File: src/rtl/alu_issue_if.sv
// Instruction handshake and external ALU bus for the alu_issue stage.
// The slave view belongs to the issue stage; the master view belongs to the environment that feeds it.
interface alu_issue_if;
    logic       instr_valid;
    logic [7:0] instr;
    logic       instr_ready;
    logic [7:0] alu_a;
    logic [7:0] alu_b;
    logic [1:0] alu_opcode;
    logic [7:0] alu_result;
    logic       alu_zero;
    logic       alu_carry;
    logic       alu_overflow;

    modport master (
        output instr_valid, instr, alu_result, alu_zero, alu_carry, alu_overflow,
        input  instr_ready, alu_a, alu_b, alu_opcode
    );

    modport slave (
        input  instr_valid, instr, alu_result, alu_zero, alu_carry, alu_overflow,
        output instr_ready, alu_a, alu_b, alu_opcode
    );
endinterface

File: src/rtl/alu_issue.sv
// Single-issue ALU stage: reads operands from a 4 x 8-bit register file, drives an
// external ALU, then writes back the result and flags before accepting the next instruction.
module alu_issue (
    input  logic        clock,
    input  logic        reset,
    alu_issue_if.slave  bus,
    input  logic        ld_en,
    input  logic [1:0]  ld_addr,
    input  logic [7:0]  ld_data,
    input  logic [1:0]  dbg_addr,
    output logic [7:0]  dbg_data,
    output logic        flag_z,
    output logic        flag_c,
    output logic        flag_v,
    output logic        done
);

    typedef enum logic [1:0] {
        IDLE  = 2'b00,
        EXEC  = 2'b01,
        FLAGS = 2'b10
    } state_t;

    state_t      state_r;
    state_t      state_next_s;
    logic        accept_s;
    logic [7:0]  regs_r [4];
    logic [7:0]  alu_a_r;
    logic [7:0]  alu_b_r;
    logic [1:0]  alu_opcode_r;
    logic [1:0]  rd_r;
    logic [7:0]  result_r;
    logic        flag_z_r;
    logic        flag_c_r;
    logic        flag_v_r;
    logic        done_r;

    // Next-state decode and the accept strobe.
    always_comb begin
        state_next_s = state_r;
        accept_s     = 1'b0;
        case (state_r)
            IDLE: begin
                if (bus.instr_valid) begin
                    accept_s     = 1'b1;
                    state_next_s = EXEC;
                end else begin
                    state_next_s = IDLE;
                end
            end
            EXEC:    state_next_s = FLAGS;
            FLAGS:   state_next_s = IDLE;
            default: state_next_s = IDLE;
        endcase
    end

    // State, operand latches, result capture and architectural writeback.
    always_ff @(posedge clock) begin
        if (reset) begin
            state_r      <= IDLE;
            alu_a_r      <= 8'h00;
            alu_b_r      <= 8'h00;
            alu_opcode_r <= 2'b00;
            rd_r         <= 2'b00;
            result_r     <= 8'h00;
            flag_z_r     <= 1'b0;
            flag_c_r     <= 1'b0;
            flag_v_r     <= 1'b0;
            done_r       <= 1'b0;
            for (int i = 0; i < 4; i++) begin
                regs_r[i] <= 8'h00;
            end
        end else begin
            state_r <= state_next_s;
            done_r  <= (state_r == FLAGS);
            // Operands come from the pre-edge register file, so a same-edge load is not seen.
            if (accept_s) begin
                alu_a_r      <= regs_r[bus.instr[3:2]];
                alu_b_r      <= regs_r[bus.instr[1:0]];
                alu_opcode_r <= bus.instr[7:6];
                rd_r         <= bus.instr[5:4];
            end
            if (state_r == EXEC) begin
                result_r <= bus.alu_result;
            end
            if (ld_en) begin
                regs_r[ld_addr] <= ld_data;
            end
            // Placed after the host load so the writeback wins on a shared target.
            if (state_r == FLAGS) begin
                regs_r[rd_r] <= result_r;
                flag_z_r     <= bus.alu_zero;
                flag_c_r     <= bus.alu_carry;
                flag_v_r     <= bus.alu_overflow;
            end
        end
    end

    assign bus.instr_ready = (state_r == IDLE) && !reset;
    assign bus.alu_a       = alu_a_r;
    assign bus.alu_b       = alu_b_r;
    assign bus.alu_opcode  = alu_opcode_r;
    assign dbg_data        = regs_r[dbg_addr];
    assign flag_z          = flag_z_r;
    assign flag_c          = flag_c_r;
    assign flag_v          = flag_v_r;
    assign done            = done_r;

endmodule

File: src/flat_wrapper.sv
// flat-port wrapper written by rule: the top's interface ports become plain ports
module alu_issue_flat 
  (clock, reset, ld_en, ld_addr, ld_data, dbg_addr, dbg_data, flag_z, flag_c, flag_v, done, bus_instr_valid, bus_instr, bus_alu_result, bus_alu_zero, bus_alu_carry, bus_alu_overflow, bus_instr_ready, bus_alu_a, bus_alu_b, bus_alu_opcode);
  alu_issue_if bus_i ();
  input  logic clock;
  input  logic reset;
  input  logic ld_en;
  input  logic [1:0] ld_addr;
  input  logic [7:0] ld_data;
  input  logic [1:0] dbg_addr;
  output logic [7:0] dbg_data;
  output logic flag_z;
  output logic flag_c;
  output logic flag_v;
  output logic done;
  input wire logic [$bits(bus_i.instr_valid)-1:0] bus_instr_valid;
  input wire logic [$bits(bus_i.instr)-1:0] bus_instr;
  input wire logic [$bits(bus_i.alu_result)-1:0] bus_alu_result;
  input wire logic [$bits(bus_i.alu_zero)-1:0] bus_alu_zero;
  input wire logic [$bits(bus_i.alu_carry)-1:0] bus_alu_carry;
  input wire logic [$bits(bus_i.alu_overflow)-1:0] bus_alu_overflow;
  output wire logic [$bits(bus_i.instr_ready)-1:0] bus_instr_ready;
  output wire logic [$bits(bus_i.alu_a)-1:0] bus_alu_a;
  output wire logic [$bits(bus_i.alu_b)-1:0] bus_alu_b;
  output wire logic [$bits(bus_i.alu_opcode)-1:0] bus_alu_opcode;
  assign bus_i.instr_valid = bus_instr_valid;
  assign bus_i.instr = bus_instr;
  assign bus_i.alu_result = bus_alu_result;
  assign bus_i.alu_zero = bus_alu_zero;
  assign bus_i.alu_carry = bus_alu_carry;
  assign bus_i.alu_overflow = bus_alu_overflow;
  assign bus_instr_ready = bus_i.instr_ready;
  assign bus_alu_a = bus_i.alu_a;
  assign bus_alu_b = bus_i.alu_b;
  assign bus_alu_opcode = bus_i.alu_opcode;
  alu_issue u_core (.clock(clock), .reset(reset), .bus(bus_i), .ld_en(ld_en), .ld_addr(ld_addr), .ld_data(ld_data), .dbg_addr(dbg_addr), .dbg_data(dbg_data), .flag_z(flag_z), .flag_c(flag_c), .flag_v(flag_v), .done(done));
endmodule
File: config.mk
export PLATFORM = sky130hd
export DESIGN_NAME = alu_issue_flat
export DESIGN_NICKNAME = d
export VERILOG_FILES = /design/src/rtl/alu_issue_if.sv /design/src/rtl/alu_issue.sv /design/src/flat_wrapper.sv
export SDC_FILE = /design/constraint.sdc
export NUM_CORES = 1
export LEC_CHECK = 0
export ABC_AREA = 1
export CORE_MARGIN = 8
export CORE_UTILIZATION = 53
export CTS_CLUSTER_SIZE = 10
export DETAILED_ROUTE_END_ITERATION = 16
export PLACE_DENSITY = 0.8
export SLEW_MARGIN = 20
export SYNTH_ARGS = -nofsm -noshare
export SYNTH_HDL_FRONTEND = slang
export SYNTH_SLANG_ARGS = --single-unit
File: constraint.sdc
create_clock -name clock -period 1.5 [get_ports clock]
set_input_delay 0.225 -clock clock [delete_from_list [all_inputs] [get_ports clock]]
set_output_delay 0.225 -clock clock [all_outputs]
set_load 0.02 [all_outputs]
---- Yosys cells after proc, flatten, opt, wreduce, memory -nomap -nowiden ----
Memory sizes are Yosys's and may differ from the RTL's. A register that Yosys moved wholly into a read port is not among the register bits.
Index checks and enable logic that the tools add are counted.
cells by class
  reductions and logical operators ........ 5
  multiplexer cells ....................... 18
  equal/unequal tests ..................... 2
operators with widths
  operator            count
  $mux 8              2
  $reduce_or 8->1     2
  $mux 1              13
  $mux 2              2
  $pmux 2 s2          1
  $eq 2x1->1 const B  1
  $eq 2x2->1 const B  1
  $logic_not 2->1     1
  $logic_and 1x1->1   1
  $logic_not 1->1     1
word-level totals
  memories kept ........................... 1
  word-level logic and storage cells ...... 34
  output and inout bits ................... 31
  bits in registers ....................... 18
  bits in writable memories ............... 32
  input bits .............................. 35
memory list
  name           words  bits a word  read ports  clocked after Yosys merged registers in  wr ports  line             RTL
  u_core.regs_r  4      8            3           2                                        4         alu_issue.sv:27  logic [7:0] regs_r [4];

---- Logic depth before layout (Yosys ltp) ----
Gate-level depths: netlist (run 1).
  word-level depth ........................ 6
  depth in mapped cells ................... 7
  gate-level depth less buffers ........... 6

---- Worst setup path after synthesis (run 1) ----
OpenSTA, ideal clock, no wires.
  path kind ............................... flip-flop to flip-flop
  start ................................... register u_core.state_r[1]
  end ..................................... memory u_core.regs_r[3][0] (enable)
  required time ........................... 1.163 ns
  arrival ................................. 1.076 ns
  cell stages (with the launch flop) ...... 6
  setup slack ............................. 0.088 ns
  library setup time ...................... 0.337 ns
  buffers on the path ..................... 1
  cell sequence ........................... dfxtp_1 inv_2 nor2_4 nand4_4 buf_6 nand3_1
RTL lines
  element                   line             RTL
  start: declaration        alu_issue.sv:24  state_t state_r;
  start signal: assignment  alu_issue.sv:74  state_r <= state_next_s;
  end: declaration          alu_issue.sv:27

==> results of run 1 <==
[registers in the layout (all words and copies together) (netlist names)]
name and flops:
u_core.bus.alu_a 8, u_core.bus.alu_b 8, u_core.bus.alu_opcode 2, u_core.done 1
u_core.flag_c 1, u_core.flag_v 1, u_core.flag_z 1, u_core.rd_r 2
u_core.regs_r 32, u_core.result_r 8, u_core.state_r 2
[cells in the final DEF (no fill, tap or decap)]
cell,count
nand2_1,148
nand3_1,70
buf_4,64
inv_1,52
nor2_1,48
dfxtp_1,34
clkdlybuf4s50_1,32
edfxtp_1,32
a21oi_1,25
dlygate4sd2_1,24
o21ai_0,17
o21ai_1,14
clkbuf_8,9
buf_2,9
buf_12,9
nand4_1,8
o21ai_2,8
o22ai_1,8
inv_2,6
nand2_2,5
nor2_4,4
clkinv_4,3
clkinvlp_4,2
inv_4,1
nand3b_2,1
nor2_8,1
nor2_2,1
nand4_2,1
nand3_4,1
nand4_4,1
nor3_1,1
nand3_2,1
clkinv_1,1
inv_6,1
[path summary, 6_finish.rpt]
check	endpoint	cells after the start
max	u_core.regs_r[3][4]	8
min	u_core.bus.alu_opcode[0]	2
max reg2reg	u_core.regs_r[2][6]	7
min reg2reg	u_core.bus.alu_opcode[0]	2
[through the flow]
stage               hold slack, ps  total power [µW]
finish                         481              4480
global route                   492              4690
CTS                            471              4500
detailed placement             471              3210
global placement               464              3190
floorplan                      390              2660
[repair_timing]
action,in CTS,in global routing
pin swaps,1,1
buffers inserted,5,1
cloned,0,0
endpoints found under the setup margin,31,5
resized for setup,70,5
[metal layers]
layer	wire, µm	vias up	GRT usage
li1	-	1928	-
met1	4780	1752	0.291
met2	5070	171	0.365
met3	953	22	0.0630
met4	344	0	0.110
met5	0	-	0
[critical path, stage by stage]
cell	delay [ps]
clkdlybuf4s50_1	450
buf_4	170
inv_4	90
buf_4	120
nand2_2	100
nor2_1	220
nand2_1	100
o21ai_2	110
[power groups by stage]
stage               sequential (µW)  combinational, µW  clock [µW]
global route                   2130               1120        1440
finish                         2110               1020        1350
CTS                            2110               1020        1370
global placement               2150               1040           0
detailed placement             2150               1060           0
floorplan                      2190                472           0
[area by class of cell]
cell class / count / area, µm²
Clock buffer: 9 / 124
Clock inverter: 7 / 53.8
Fill cell: 554 / 1720
Inverter: 59 / 224
Multi-Input combinational cell: 363 / 1720
Sequential cell: 66 / 1640
Tap cell: 96 / 120
Timing Repair Buffer: 138 / 1240
[kinds of logic (layout without fill, tap and decap cells)]
logic type	count (synthesis)	in the layout	share of synthesized area
and+or+nand+nor	291	291	0.352
buffers and inverters	82	213	0.102
AOI/OAI and AO/OA	72	72	0.107
DFF	66	66	0.439
==> results_dict.tcl, run 1 <==
set metrics [dict create \
    status "completed" \
    netSwitchingPower_uw 1410 \
    arrival_ps 1600 \
    io_buffers 65 \
    ys.flop_type "dfxtp_1" \
    pre_cts_ws_ps -594 \
    start_util 0.548 \
    fmax_mhz 698 \
    synth_edf_count 32 \
    rrSetupSlack_ps 160 \
    post-route-period-util 0.955 \
    cts_buffer_depth 2 \
    design_area_um2 5120 \
    drc 0 \
    dieArea_um2 10000 \
    dr.pass1.iters 5 \
    maxCapViolCount 0 \
    ant_nets 0 \
    antenna_found_initial 0 \
    cts_root_buf "clkbuf_8" \
    synth_area_leaders "edfxtp_1 26%, dfxtp_1 18%, nand2_1 15%, nand3_1 9.4%, inv_1 5.3%" \
    power_leakage_uw 0.00246 \
    synth-seq-cells 66 \
    grt_max_degree 25 \
    powerDensity_nw_per_um2 876 \
    internal_power_uw 3070 \
    htree_levels 3 \
    fin_ws_ps 67.2 \
    synth_cell_types 27 \
    timing_worst_setup_path_type "input pin to flop" \
    clk-insertion-delay-late_ps 350 \
    placed_area_um2 4970 \
    insertedDiodeCount 0 \
    wl_mm 11.1 \
    synth_common_cells "148 x nand2_1, 70 x nand3_1, 53 x inv_1, 48 x nor2_1, 34 x dfxtp_1" \
    rr_startpoint "u_core.state_r[0]" \
    grt_usage 0.233 \
    grt_pass1_vias 3727 \
    finalSetupViolations 0 \
    drtIter0Drc 278 \
    grt-ovfl-total 0 \
    wire_per_inst_um 15.1 \
    core_um2 6830 \
    finalMaxSlewViolations 0 \
    io_pins 66 \
    synth_warnings 0 \
    seqPwrFrac 0.472 \
    worst_setup_path_start_kind "input pin" \
    hold_class "flop to flop" \
    synth_top_area_share 0.257 \
    avgViaCountPerCell 5.25 \
    yosys.area.top_type "edfxtp_1" \
    fin_nets 672 \
    hold_start "u_core.bus.alu_opcode[0]" \
    synth.most_common_cell "nand2_1" \
    cp-end-kind "flop" \
    p_sw_frac 0.315 \
    rsz0062_at_grt "false" \
    worstPathMaxFanout 8 \
    instances_no_fill 738 \
    dpl.hpwl_mm 8.76 \
    final_hold_viol_count 0 \
    place.gp.congestion 1.00 \
    async_flop_share 0 \
    core.rowCount 30 \
    crit_required_ps 1660 \
    finalCriticalPeriod_ps 1430 \
    tightest_slew_ps 464 \
    cts_sinks 66 \
    dp_cells 716 \
    worstSetupStartpoint "reset" \
    clkTransAtPathRegs_ps 80 \
    die_x_um 100 \
    clock_skew_ps 10.3 \
    areaGrowthSynthToFinish_pct 36.8 \
    drive_gt1_frac 0.199 \
    clockPowerShare 0.301 \
    cts_tree "done" \
    avgSynthCellArea_um2 7.32 \
    fin_tns_setup_ps 0 \
    cts_hold_buf 0 \
    syn_nets 546 \
    synth_cells 511 \
    relSlewSlack 0.690 \
    cts_buffers 9 \
    die_y_um 100 \
    ys_seq_area_frac 0.439 \
    vias 3873 \
    pwr-share-comb 0.227 \
    grt_pass1_wl_mm 18.5 \
    irDropWorstVdd_mv 0.558 \
    final_core_util 0.749 \
    syn_area_um2 3740 \
]
Note: power is estimated with default switching activity, not from simulation.
==> run 2, diff against run 1 <==
--- a/config.mk
+++ b/config.mk
@@ -8,6 +8,7 @@
 export ABC_AREA = 1
 export CORE_MARGIN = 8
 export CORE_UTILIZATION = 53
+export CTS_CLUSTER_DIAMETER = 80
 export CTS_CLUSTER_SIZE = 10
 export DETAILED_ROUTE_END_ITERATION = 16
 export PLACE_DENSITY = 0.8
==> results of run 2 <==
Final layout, timing and power as in run 1 (identical DEF).
==> run 3, diff against run 2 <==
--- a/config.mk
+++ b/config.mk
@@ -7,11 +7,12 @@
 export LEC_CHECK = 0
 export ABC_AREA = 1
 export CORE_MARGIN = 8
-export CORE_UTILIZATION = 53
+export CORE_UTILIZATION = 55
 export CTS_CLUSTER_DIAMETER = 80
 export CTS_CLUSTER_SIZE = 10
 export DETAILED_ROUTE_END_ITERATION = 16
-export PLACE_DENSITY = 0.8
+export DONT_BUFFER_PORTS = 1
+export PLACE_DENSITY = 0.7
 export SLEW_MARGIN = 20
 export SYNTH_ARGS = -nofsm -noshare
 export SYNTH_HDL_FRONTEND = slang
==> run 3 against run 2 <==
Effect of this change: fmax decreased by 4.1%; register-to-register slack got worse by 50 ps; routed wire length decreased by 11%; worst hold slack got worse by 460 ps; sequential power increased by 4%; final area decreased by 19%; utilization decreased by 13 points; combinational power decreased by 40%; clock power increased by 15%; final cell count decreased by 17%; largest cell class unchanged.
==> results_dict.tcl, run 3 (synthesized netlist as in run 1, its figures left out) <==
set metrics [dict create \
    finalSetupViolations 0 \
    clockPowerShare 0.355 \
    io_pins 66 \
    grt_pass1_wl_mm 16.3 \
    rsz0062_at_grt "true" \
    fmax_mhz 669 \
    cts_sinks 66 \
    seqPwrFrac 0.505 \
    arrival_ps 1270 \
    cpPeakStageDelay_ps 440 \
    drive_gt1_frac 0.144 \
    drtIter0Drc 261 \
    cp-end-kind "primary output" \
    grt_pass1_vias 3264 \
    start_util 0.560 \
    critPathTopFamily "flip-flops" \
    final_core_util 0.621 \
    pwr-share-comb 0.140 \
    grt_usage 0.209 \
    place.gp.congestion 0.839 \
    rrSetupSlack_ps 110 \
    finalMaxSlewViolations 0 \
    fin_tns_setup_ps 0 \
    irDropWorstVdd_mv 0.661 \
    cts_tree "done" \
    regMostFlops "u_core.regs_r" \
    hold_class "input pin to flop" \
    clk-insertion-delay-late_ps 350 \
    layout_commonest_cell "nand2_1" \
    wire_per_inst_um 16.1 \
    fin_nets 564 \
    clock_skew_ps 11.7 \
    maxCapViolCount 0 \
    worst_setup_path_start_kind "flop" \
    worstPathMaxFanout 3 \
    path_cells "o21ai_0, o22ai_1, buf_4" \
    antenna_found_initial 0 \
    status "completed" \
    post-route-period-util 0.996 \
    power_leakage_uw 0.00191 \
    crit_path_top_delay_cell "edfxtp_1" \
    finalCriticalPeriod_ps 1490 \
    vias 3360 \
    core_um2 6680 \
    grt_max_degree 22 \
    dr.pass1.iters 5 \
    dieArea_um2 9700 \
    relSlewSlack 0.670 \
    core.rowCount 30 \
    powerDensity_nw_per_um2 1050 \
    seq_area_um2 1640 \
    largest_reg_flops 32 \
    clkTransAtPathRegs_ps 80 \
    ant_nets 0 \
    cts_buffers 9 \
    cts_root_buf "clkbuf_8" \
    crit_required_ps 1270 \
    cp_num_buf_inv 1 \
    final_hold_viol_count 0 \
    io_buffers 0 \
    avgViaCountPerCell 5.47 \
    cts_buffer_depth 2 \
    tightest_slew_ps 494 \
    drc 0 \
    dpl.hpwl_mm 7.58 \
    die_x_um 98.5 \
    htree_levels 3 \
    final_cell_mix "148 x nand2_1, 69 x nand3_1, 53 x inv_1, 47 x nor2_1, 34 x dfxtp_1" \
    insertedDiodeCount 0 \
    netSwitchingPower_uw 1270 \
    areaGrowthSynthToFinish_pct 10.8 \
    fill_cells 611 \
    internal_power_uw 3090 \
    timing_worst_setup_path_type "flop to primary output" \
    wl_mm 9.87 \
    die_y_um 98.5 \
    multiInputGateArea_um2 1720 \
    grt-ovfl-total 0 \
    p_sw_frac 0.290 \
]
==> run 3: changes by cell type in the layout (fill, tap and decap cells not counted), moves of 3 or more <==
cell	change
clkdlybuf4s50_1	-32
buf_12	-8
dlygate4sd2_1	-24
buf_4	-36
o21ai_1	-3
o21ai_0	+3
buf_2	-9
==> run 3: worst register-to-register path, delay by kind of cell, from the launching register on <==
family | cells | cell delay, ps
flops | 1 | 360
simple gates | 4 | 610
buf+inv | 1 | 80
==> run 3: path summary, 6_finish.rpt <==
check	from	cells past startpoint	end
setup / recovery	u_core.regs_r[1][3]	3	dbg_data[3]
hold / removal	reset	3	u_core.bus.alu_a[2]
setup reg to reg	u_core.state_r[0]	5	u_core.regs_r[2][0]
hold reg to reg	u_core.result_r[6]	2	u_core.result_r[6]
==> run 3: routing by layer <==
metal / vias up / wire length (µm) / track usage
met5: - / 0 / 0
met4: 0 / 108 / 0.0720
met3: 7 / 720 / 0.0585
met2: 113 / 4700 / 0.338
met1: 1528 / 4340 / 0.260
li1: 1712 / - / -
==> run 3: power groups by stage <==
stage	registers, µW	clock network, µW	logic [µW]
3_3_place_gp	2240	0	584
5_1_grt	2220	1650	690
3_5_place_dp	2240	0	595
6_report	2200	1550	608
2_1_floorplan	2190	0	472
4_1_cts	2200	1570	600
==> run 3: stage by stage <==
step	std cells	setup slack (ps)	hold WS (ps)	power, µW	area, µm²
6_report	614	6.19	18.0	4360	4150
5_1_grt	614	-12.3	22.9	4560	4150
4_1_cts	611	5.10	8.91	4370	4120
3_5_place_dp	594	64.0	301	2840	3890
3_3_place_gp	594	111	299	2820	3890
2_1_floorplan	511	87.6	390	2660	3740
==> run 3: cell type report <==
cell class | instances | area share
clock buffer | 12 | 0.0453
clock inverter | 4 | 0.00694
inverter | 59 | 0.0540
multi-input combinational | 363 | 0.416
sequential | 66 | 0.396
tap | 80 | 0.0241
timing repair buffer | 30 | 0.0579
==> run 3: repair_timing <==
| action | CTS | global route |
|---|---|---|
| endpoints found under the hold margin | 2 | 0 |
| resized for setup | 0 | 12 |
| endpoints found under the setup margin | 0 | 15 |
| buffers inserted | 0 | 3 |
| hold buffers | 1 | 0 |
